==> config.mk <==
export PLATFORM = sky130hd
export DESIGN_NAME = mc_control_sequencer
export DESIGN_NICKNAME = d
export VERILOG_FILES = /design/src/rtl/mc_ctrl_pkg.sv /design/src/rtl/mc_alu_decode.sv /design/src/rtl/mc_control_sequencer.sv
export SDC_FILE = /design/constraint.sdc
export NUM_CORES = 1
export LEC_CHECK = 0
export ABC_AREA = 1
export BUFFER_PORTS_ARGS = -buffer_cell sky130_fd_sc_hd__buf_4
export CORE_ASPECT_RATIO = 1.4
export CORE_UTILIZATION = 25
export DETAILED_ROUTE_END_ITERATION = 6
export PLACE_DENSITY = 0.48
export RECOVER_POWER = 25
export SKIP_CTS_REPAIR_TIMING = 1
export SLEW_MARGIN = 20
export SYNTH_ARGS = -nofsm -noshare
export SYNTH_HDL_FRONTEND = slang
export SYNTH_HIERARCHICAL = 1
export SYNTH_SLANG_ARGS = --single-unit
==> constraint.sdc <==
create_clock -name clk -period 1.09 [get_ports clk]
set_input_delay 0 -clock clk [delete_from_list [all_inputs] [get_ports clk]]
set_output_delay 0 -clock clk [all_outputs]
set_load 0.1 [all_outputs]
==> src/rtl/mc_ctrl_pkg.sv <==
// Shared encodings for the multi-cycle MIPS control sequencer: FSM states, opcode/funct
// values, ALU operation codes and the datapath mux select values.
package mc_ctrl_pkg;

  typedef enum logic [3:0] {
    ST_FETCH    = 4'd0,
    ST_DECODE   = 4'd1,
    ST_EXEC_R   = 4'd2,
    ST_EXEC_I   = 4'd3,
    ST_MEM_ADDR = 4'd4,
    ST_MEM_RD   = 4'd5,
    ST_MEM_WR   = 4'd6,
    ST_WB_MEM   = 4'd7,
    ST_WB_ALU   = 4'd8,
    ST_BRANCH   = 4'd9,
    ST_JUMP     = 4'd10
  } state_e;

  // Primary opcodes, IR[31:26]
  localparam logic [5:0] OP_RTYPE = 6'h00;
  localparam logic [5:0] OP_J     = 6'h02;
  localparam logic [5:0] OP_JAL   = 6'h03;
  localparam logic [5:0] OP_BEQ   = 6'h04;
  localparam logic [5:0] OP_BNE   = 6'h05;
  localparam logic [5:0] OP_ADDI  = 6'h08;
  localparam logic [5:0] OP_ORI   = 6'h0D;
  localparam logic [5:0] OP_LW    = 6'h23;
  localparam logic [5:0] OP_SW    = 6'h2B;

  // R-type function codes, IR[5:0]
  localparam logic [5:0] FN_JR  = 6'h08;
  localparam logic [5:0] FN_ADD = 6'h20;
  localparam logic [5:0] FN_SUB = 6'h22;
  localparam logic [5:0] FN_AND = 6'h24;
  localparam logic [5:0] FN_OR  = 6'h25;
  localparam logic [5:0] FN_SLT = 6'h2A;

  typedef enum logic [2:0] {
    ALU_ADD = 3'b000,
    ALU_SUB = 3'b001,
    ALU_AND = 3'b010,
    ALU_OR  = 3'b011,
    ALU_SLT = 3'b100
  } alu_op_e;

  // Register-destination mux
  localparam logic [1:0] RDST_RT = 2'b00;
  localparam logic [1:0] RDST_RD = 2'b01;
  localparam logic [1:0] RDST_RA = 2'b10;

  // Write-back mux
  localparam logic [1:0] WBSEL_ALU = 2'b00;
  localparam logic [1:0] WBSEL_MEM = 2'b01;
  localparam logic [1:0] WBSEL_PC4 = 2'b10;

  // PC-source mux
  localparam logic [1:0] PCSRC_PC4  = 2'b00;
  localparam logic [1:0] PCSRC_BR   = 2'b01;
  localparam logic [1:0] PCSRC_JUMP = 2'b10;
  localparam logic [1:0] PCSRC_RS   = 2'b11;

  function automatic logic is_r_alu(input logic [5:0] fn);
    return (fn == FN_ADD) || (fn == FN_SUB) || (fn == FN_AND) ||
           (fn == FN_OR)  || (fn == FN_SLT);
  endfunction

endpackage

==> src/rtl/mc_alu_decode.sv <==
// Combinational ALU operation decode from the current state and the latched instruction
// fields. States that do not use the ALU get ALU_ADD (encoding 000).
module mc_alu_decode
  import mc_ctrl_pkg::*;
(
  input  state_e     state,
  input  logic [5:0] opcode,
  input  logic [5:0] funct,
  output alu_op_e    alu_op
);

  always_comb begin
    alu_op = ALU_ADD;
    case (state)
      ST_EXEC_R: begin
        case (funct)
          FN_SUB:  alu_op = ALU_SUB;
          FN_AND:  alu_op = ALU_AND;
          FN_OR:   alu_op = ALU_OR;
          FN_SLT:  alu_op = ALU_SLT;
          default: alu_op = ALU_ADD;
        endcase
      end
      ST_EXEC_I:   alu_op = (opcode == OP_ORI) ? ALU_OR : ALU_ADD;
      ST_MEM_ADDR: alu_op = ALU_ADD;
      // Branches compare by subtracting and letting the datapath report zero.
      ST_BRANCH:   alu_op = ALU_SUB;
      default:     alu_op = ALU_ADD;
    endcase
  end

endmodule

==> src/rtl/mc_control_sequencer.sv <==
// Multi-cycle MIPS control FSM: drives datapath mux selects and register/memory enables
// each cycle, stalling FETCH and memory states on mem_ready.
module mc_control_sequencer
  import mc_ctrl_pkg::*;
#(
  parameter logic [3:0] RESET_STATE = 4'd0,
  parameter int         OP_W        = 6
) (
  input  logic            clk,
  input  logic            reset,
  input  logic [OP_W-1:0] opcode,
  input  logic [OP_W-1:0] funct,
  input  logic            zero,
  input  logic            mem_ready,
  output logic            pc_write,
  output logic            ir_write,
  output logic            reg_write,
  output logic            mem_read,
  output logic            mem_write,
  output logic [1:0]      reg_dst_sel,
  output logic            alu_src_b_sel,
  output logic [1:0]      wb_sel,
  output logic [1:0]      pc_src_sel,
  output logic [2:0]      alu_op,
  output logic            retire,
  output logic            illegal,
  output logic [3:0]      state
);

  state_e          cur_state;
  logic [OP_W-1:0] op_q;
  logic [OP_W-1:0] fn_q;
  state_e          dec_target;
  logic            dec_legal;
  alu_op_e         alu_dec;

  // Dispatch uses the live IR fields, which are valid during DECODE.
  always_comb begin
    dec_target = ST_FETCH;
    dec_legal  = 1'b1;
    case (opcode)
      OP_RTYPE: begin
        if (is_r_alu(funct))     dec_target = ST_EXEC_R;
        else if (funct == FN_JR) dec_target = ST_JUMP;
        else                     dec_legal  = 1'b0;
      end
      OP_ADDI, OP_ORI: dec_target = ST_EXEC_I;
      OP_LW, OP_SW:    dec_target = ST_MEM_ADDR;
      OP_BEQ, OP_BNE:  dec_target = ST_BRANCH;
      OP_J, OP_JAL:    dec_target = ST_JUMP;
      default:         dec_legal  = 1'b0;
    endcase
  end

  // NOTE: asynchronous reset sits in the sensitivity list; every register is cleared by it.
  always_ff @(posedge clk or posedge reset) begin
    if (reset) begin
      cur_state <= state_e'(RESET_STATE);
      op_q      <= '0;
      fn_q      <= '0;
    end else begin
      // NOTE: sequential state uses non-blocking assignments so all registers update together.
      case (cur_state)
        ST_FETCH: if (mem_ready) cur_state <= ST_DECODE;
        ST_DECODE: begin
          op_q      <= opcode;
          fn_q      <= funct;
          cur_state <= dec_target;
        end
        ST_EXEC_R, ST_EXEC_I: cur_state <= ST_WB_ALU;
        ST_MEM_ADDR: cur_state <= (op_q == OP_SW) ? ST_MEM_WR : ST_MEM_RD;
        ST_MEM_RD:   if (mem_ready) cur_state <= ST_WB_MEM;
        ST_MEM_WR:   if (mem_ready) cur_state <= ST_FETCH;
        // Single-cycle tail states and undefined encodings all return to FETCH.
        default:     cur_state <= ST_FETCH;
      endcase
    end
  end

  mc_alu_decode u_alu_decode (
    .state  (cur_state),
    .opcode (op_q),
    .funct  (fn_q),
    .alu_op (alu_dec)
  );

  always_comb begin
    // NOTE: every output gets a default first so no path through the case infers a latch.
    pc_write      = 1'b0;
    ir_write      = 1'b0;
    reg_write     = 1'b0;
    mem_read      = 1'b0;
    mem_write     = 1'b0;
    reg_dst_sel   = RDST_RT;
    alu_src_b_sel = 1'b0;
    wb_sel        = WBSEL_ALU;
    pc_src_sel    = PCSRC_PC4;
    alu_op        = ALU_ADD;
    retire        = 1'b0;
    illegal       = 1'b0;
    if (!reset) begin
      alu_op = alu_dec;
      case (cur_state)
        ST_FETCH: begin
          mem_read = 1'b1;
          if (mem_ready) begin
            ir_write   = 1'b1;
            pc_write   = 1'b1;
            pc_src_sel = PCSRC_PC4;
          end
        end
        ST_DECODE: begin
          if (!dec_legal) begin
            illegal = 1'b1;
            retire  = 1'b1;
          end
        end
        ST_EXEC_R:   alu_src_b_sel = 1'b0;
        ST_EXEC_I:   alu_src_b_sel = 1'b1;
        ST_MEM_ADDR: alu_src_b_sel = 1'b1;
        ST_MEM_RD:   mem_read      = 1'b1;
        ST_MEM_WR: begin
          mem_write = 1'b1;
          retire    = mem_ready;
        end
        ST_WB_MEM: begin
          reg_write   = 1'b1;
          wb_sel      = WBSEL_MEM;
          reg_dst_sel = RDST_RT;
          retire      = 1'b1;
        end
        ST_WB_ALU: begin
          reg_write   = 1'b1;
          wb_sel      = WBSEL_ALU;
          reg_dst_sel = (op_q == OP_RTYPE) ? RDST_RD : RDST_RT;
          retire      = 1'b1;
        end
        ST_BRANCH: begin
          alu_src_b_sel = 1'b0;
          pc_src_sel    = PCSRC_BR;
          pc_write      = (op_q == OP_BEQ) ? zero : ~zero;
          retire        = 1'b1;
        end
        ST_JUMP: begin
          pc_write = 1'b1;
          retire   = 1'b1;
          if (op_q == OP_RTYPE) begin
            pc_src_sel = PCSRC_RS;
          end else if (op_q == OP_JAL) begin
            pc_src_sel  = PCSRC_JUMP;
            reg_write   = 1'b1;
            reg_dst_sel = RDST_RA;
            wb_sel      = WBSEL_PC4;
          end else begin
            pc_src_sel = PCSRC_JUMP;
          end
        end
        default: alu_op = ALU_ADD;
      endcase
    end
  end

  assign state = cur_state;

endmodule
==> results.py, run 1 <==
metrics = {
    "pwr": {
        "ir_drop_mv": 1.331,
        "p_per_area_mw_per_mm2": 2671,
        "total_power_mw": 7.278,
        "p_leak_nw": 1.314,
    },
    "final_layout": {
        "final_cells": 378,
        "drive_gt1_share_pct": 52.87,
        "layout.nets": 331,
        "antenna-diode-count": 0,
        "stdcell_area_mm2": 0.002725,
        "areaGrowthSynthToFinish_pct": 106.6,
        "final.fill_count": 488,
    },
    "placed_design": {
        "io_buffers": 36,
        "place.gp.congestion": 0.8370,
        "place_area_mm2": 0.002096,
        "dp_hpwl_mm": 3.045,
        "placedCellCount": 364,
        "pre_cts_ws_ns": -0.4865,
    },
    "route": {
        "drt-initial-drc-count": 43,
        "wl_mm": 4.211,
        "vias_per_cell": 4.405,
        "drcViolationCount": 0,
        "wire_per_inst_um": 11.14,
        "dr_total_vias": 1665,
        "drtPass1Iterations": 4,
        "ant_nets": 0,
    },
    "yosys": {
        "synth-seq-area-share_pct": 30.36,
        "synth-edff-count": 0,
        "ys_ff_latch": 16,
        "ys_top_cells_by_area": "dfrtp_1, nand2_1, nor2_1",
        "synth_top_area_cell": "dfrtp_1",
        "synth_most_common_cell": "nand2_1",
        "synth.distinct_cells": 22,
        "syn_inst": 220,
        "syn_area_mm2": 0.001319,
        "ys_warn_count": 6,
        "yosys.area.top_type_share_pct": 30.36,
        "async_flop_share_pct": 100.0,
        "synthTopCellsByCount": "nand2_1, nor2_1, inv_1",
        "syn_nets": 236,
        "syn_avg_cell_area_um2": 5.994,
        "ys.flop_type": "dfrtp_1",
    },
    "grt": {
        "overflow": 0,
        "grt_pass1_wl_mm": 6.065,
        "grt_max_degree": 19,
        "antenna_found_initial": 0,
        "grt_pass1_vias": 1444,
        "track_usage_pct": 13.85,
    },
    "critical_path": {
        "cpPeakStageDelay_ns": 0.53,
        "cp-end-kind": "primary output",
        "r2r_start": "state[0]",
        "path_cells": "inv_4, nand2_4, nor2_4, inv_4, nor2_4, and3_4, a21o_4, buf_12",
        "r2r_end": "state[1]",
        "critical_path.slowest_cell": "dfrtp_4",
        "crit_fanout": 4,
        "crit_arrival_ns": 1.76,
        "worstSetupStartpointType": "flip-flop",
        "r2r_slack_ns": -0.33,
        "critical_path_required_ns": 1.09,
        "path_class": "reg -> out",
        "reg2regPathDepth": 10,
    },
    "hold_path": {
        "hold_depth": 3,
        "hold_end": "op_q[2]",
        "holdCritStartpoint": "opcode[2]",
        "hold_path.class": "in -> reg",
    },
    "timing": {
        "maxSlewHeadroom_pct": 41.33,
        "worst-slew-pin-transition_ns": 0.8801,
        "max_freq_ghz": 0.5674,
        "fin_skew_ns": 0.003475,
        "post-route-min-period_ns": 1.763,
        "fin_crit_sh_pct": 161.7,
        "hold_viol": 0,
        "worst_slack_ns": -0.6725,
        "rsz0062_at_grt": "true",
        "final-setup-viol-count": 36,
        "maxSlewViolCount": 0,
    },
    "die": {
        "core-area_mm2": 0.004955,
        "pin_count": 37,
        "dieArea_mm2": 0.005574,
        "std_cell_rows": 30,
        "start_util_pct": 26.62,
        "die_y_um": 87.94,
        "dieWidth_um": 63.39,
    },
    "clock_tree": {
        "clk_latency_ns": 0.25,
        "cts.clk_slew.worst_paths_ns": 0.06,
        "cts_sinks": 16,
        "htree_levels": 1,
        "tritoncts": "yes",
        "cts-buffers-inserted": 3,
        "root_buffer": "clkbuf_8",
        "clock_path_buffers": 2,
    },
    "status": {
        "violations": "negative setup slack",
        "status": "finished with violations",
    },
    "run": {
        "max-cap-violations": 0,
    },
}
[worst max path at each step]
stage / depth (start not counted) / endpoint / slack, ns / start
after detailed placement: 7 / pc_write / -0.49 / state[1]
after global routing: 8 / alu_op[2] / -0.74 / state[3]
final: 8 / reg_write / -0.67 / state[0]
after global placement: 7 / pc_write / -0.46 / state[1]
after floorplan: 7 / reg_write / -1.23 / state[2]
after CTS: 7 / pc_write / -0.76 / state[1]
[stage by stage]
step | setup TNS, ns | hold slack, ns | util, %
after floorplan | -17.63 | 0.1043 | -
after global placement | -10.32 | 0.2265 | 42.30
after detailed placement | -10.61 | 0.2314 | 42.30
after CTS | -15.95 | -0.03061 | 43.41
after global routing | -15.99 | 0.01911 | 55.00
final | -13.32 | 0.01313 | 55.00
[power breakdown]
group          internal [mW]  switching [mW]  leakage, nW
logic                   2.25            3.19         1.09
registers              0.935           0.376        0.192
clock network          0.320           0.207       0.0288
total                   3.51            3.77         1.31
[layout by cell type (no fill, tap or decap), types with 3 or more instances in the layout]
master         count
nor2_1            23
dlygate4sd3_1      3
inv_2              8
dfrtp_1           11
dfrtp_4            4
buf_6             14
buf_12            17
nor2_4            17
nand3_1           13
inv_1             28
nor3_1             3
clkbuf_8           4
o21ai_1           11
nand2_2            8
buf_4             54
nand2_1           45
nand4_1            5
nand3_2            3
nand2_4            7
nor2_2             8
[area by class of cell]
class | count | area [um^2] | share of cell area, %
well taps | 64 | 80.08 | 2.938
repair buffers | 93 | 982.2 | 36.04
clock buffers | 4 | 55.05 | 2.020
flip-flops and latches | 16 | 416.7 | 15.29
multi-input cells | 161 | 1025 | 37.60
inverters | 40 | 166.4 | 6.107
[critical path: cells and delay by family, from the launching register on]
family | cells | cell delay, ns
buffers and inverters | 3 | 0.32
AO/OA/AOI/OAI | 1 | 0.10
AND/OR/NAND/NOR | 4 | 0.56
flip-flops | 1 | 0.53
[flip-flops by register name, indices dropped and copies added (netlist names)]
| name | flops |
|---|---|
| fn_q | 6 |
| state | 4 |
| op_q | 6 |
[metal layers]
layer / GRT usage, % / part of all wire, % / vias to the layer above
met5: 0 / 0 / -
met4: 5.165 / 2.0 / 0
met3: 1.823 / 2.9 / 9
met2: 25.82 / 56 / 38
met1: 15.92 / 39 / 741
li1: - / - / 877
[cell families (layout without fill, tap and decap cells)]
kind of cell | count (synthesis) | in the layout | synth area share (%)
flops | 16 | 16 | 30.36
compound gates | 22 | 22 | 9.299
simple gates | 139 | 139 | 46.68
buf+inv | 43 | 137 | 13.66
No activity file was read; power rests on OpenSTA's default activity.
==> run 2, diff against run 1 <==
--- a/config.mk
+++ b/config.mk
@@ -13,6 +13,7 @@
 export PLACE_DENSITY = 0.48
 export RECOVER_POWER = 25
 export SKIP_CTS_REPAIR_TIMING = 1
+export SKIP_LAST_GASP = 1
 export SLEW_MARGIN = 20
 export SYNTH_ARGS = -nofsm -noshare
 export SYNTH_HDL_FRONTEND = slang
==> results.py, run 2 (synthesis results as in run 1) <==
metrics = {
    "clock_tree": {
        "htree_levels": 1,
        "cts_sinks": 16,
        "root_buffer": "clkbuf_8",
        "clock_path_buffers": 2,
        "cts-buffers-inserted": 3,
        "cts.clk_slew.worst_paths_ns": 0.06,
        "clk_latency_ns": 0.25,
        "tritoncts": "yes",
    },
    "route": {
        "ant_nets": 0,
        "vias_per_cell": 4.352,
        "wire_per_inst_um": 10.94,
        "drtPass1Iterations": 4,
        "drcViolationCount": 0,
        "drt-initial-drc-count": 44,
        "wl_mm": 4.134,
        "dr_total_vias": 1645,
    },
    "grt": {
        "grt_pass1_wl_mm": 6.065,
        "overflow": 0,
        "grt_pass1_vias": 1444,
        "track_usage_pct": 13.85,
        "grt_max_degree": 19,
        "antenna_found_initial": 0,
    },
    "timing": {
        "max_freq_ghz": 0.5668,
        "hold_viol": 0,
        "rsz0062_at_grt": "true",
        "whs_ns": 0.01627,
        "worst_slack_ns": -0.6743,
        "maxSlewViolCount": 0,
        "post-route-min-period_ns": 1.764,
        "fin_skew_ns": 0.002130,
        "fin_crit_sh_pct": 161.9,
        "maxSlewHeadroom_pct": 42.60,
        "final-setup-viol-count": 36,
        "worst-slew-pin-transition_ns": 0.8611,
    },
    "hold_path": {
        "hold_depth": 3,
        "hold_path.class": "in -> reg",
    },
    "critical_path": {
        "cp-end-kind": "primary output",
        "crit_fanout": 5,
        "critical_path_required_ns": 1.09,
        "path_class": "reg -> out",
        "crit_arrival_ns": 1.76,
        "worstSetupStartpointType": "flip-flop",
        "reg2regPathDepth": 10,
    },
    "placed_design": {
        "place_area_mm2": 0.002096,
        "io_buffers": 36,
        "pre_cts_ws_ns": -0.4865,
        "dp_hpwl_mm": 3.045,
        "place.gp.congestion": 0.8370,
    },
    "run": {
        "max-cap-violations": 0,
    },
    "final_layout": {
        "final.fill_count": 487,
        "layout.nets": 331,
        "drive_gt1_share_pct": 50.96,
        "layout_commonest_cell": "buf_4",
        "antenna-diode-count": 0,
        "layout_common_cells": "buf_4, nand2_1, inv_1",
        "areaGrowthSynthToFinish_pct": 104.4,
        "stdcell_area_mm2": 0.002695,
    },
    "die": {
        "core-area_mm2": 0.004955,
        "pin_count": 37,
        "die_y_um": 87.94,
        "start_util_pct": 26.62,
        "dieWidth_um": 63.39,
        "dieArea_mm2": 0.005574,
        "std_cell_rows": 30,
    },
    "pwr": {
        "p_per_area_mw_per_mm2": 2646,
        "total_power_mw": 7.132,
        "ir_drop_mv": 1.329,
        "p_leak_nw": 1.307,
    },
    "status": {
        "status": "finished with violations",
        "violations": "negative setup slack",
    },
}
## run 2: final timing paths
kind	from	end	slack (ns)
worst max-delay path	state[1]	pc_write	-0.67
worst min-delay path	opcode[2]	op_q[2]	0.02
worst max register to register	state[0]	state[1]	-0.34
worst min register to register	fn_q[5]	fn_q[5]	0.47
max in group asynchronous	reset	state[0]	0.11
min in group asynchronous	reset	fn_q[5]	0.36
## run 2: final cells by class
cell class | instances | area, um^2 | area share, %
inverter | 40 | 161.4 | 5.989
multi-input combinational | 161 | 1007 | 37.37
timing repair buffer | 93 | 974.7 | 36.17
sequential | 16 | 416.7 | 15.46
tap | 64 | 80.08 | 2.971
clock buffer | 4 | 55.05 | 2.043
## run 2: metal layers
layer	vias up	global-route usage [%]	routed length, um
li1	872	-	-
met1	733	15.92	1630
met2	32	25.82	2295
met3	8	1.823	121
met4	0	5.165	86
met5	-	0	0
## run 2: stage by stage
stage          std cells  TNS, ns  utilization (%)
3_5_place_dp         364   -10.61            42.30
3_3_place_gp         364   -10.32            42.30
4_1_cts              368   -15.95            43.41
2_1_floorplan        220   -17.63                -
5_1_grt              378   -16.43            54.39
6_report             378   -13.77            54.39
## run 2: critical path, cell delays in order, from the launching register on
cell and delay (ns):
dfrtp_4 0.53, nor2_4 0.18, inv_2 0.08, nor2_2 0.11, buf_4 0.13, nand3_1 0.08
a31oi_2 0.15, buf_6 0.25
## run 2: where the power goes
group          internal [mW]  switching (mW)  total (mW)
clock                  0.320           0.199       0.519
sequential             0.935           0.365        1.30
combinational           2.20            3.12        5.31
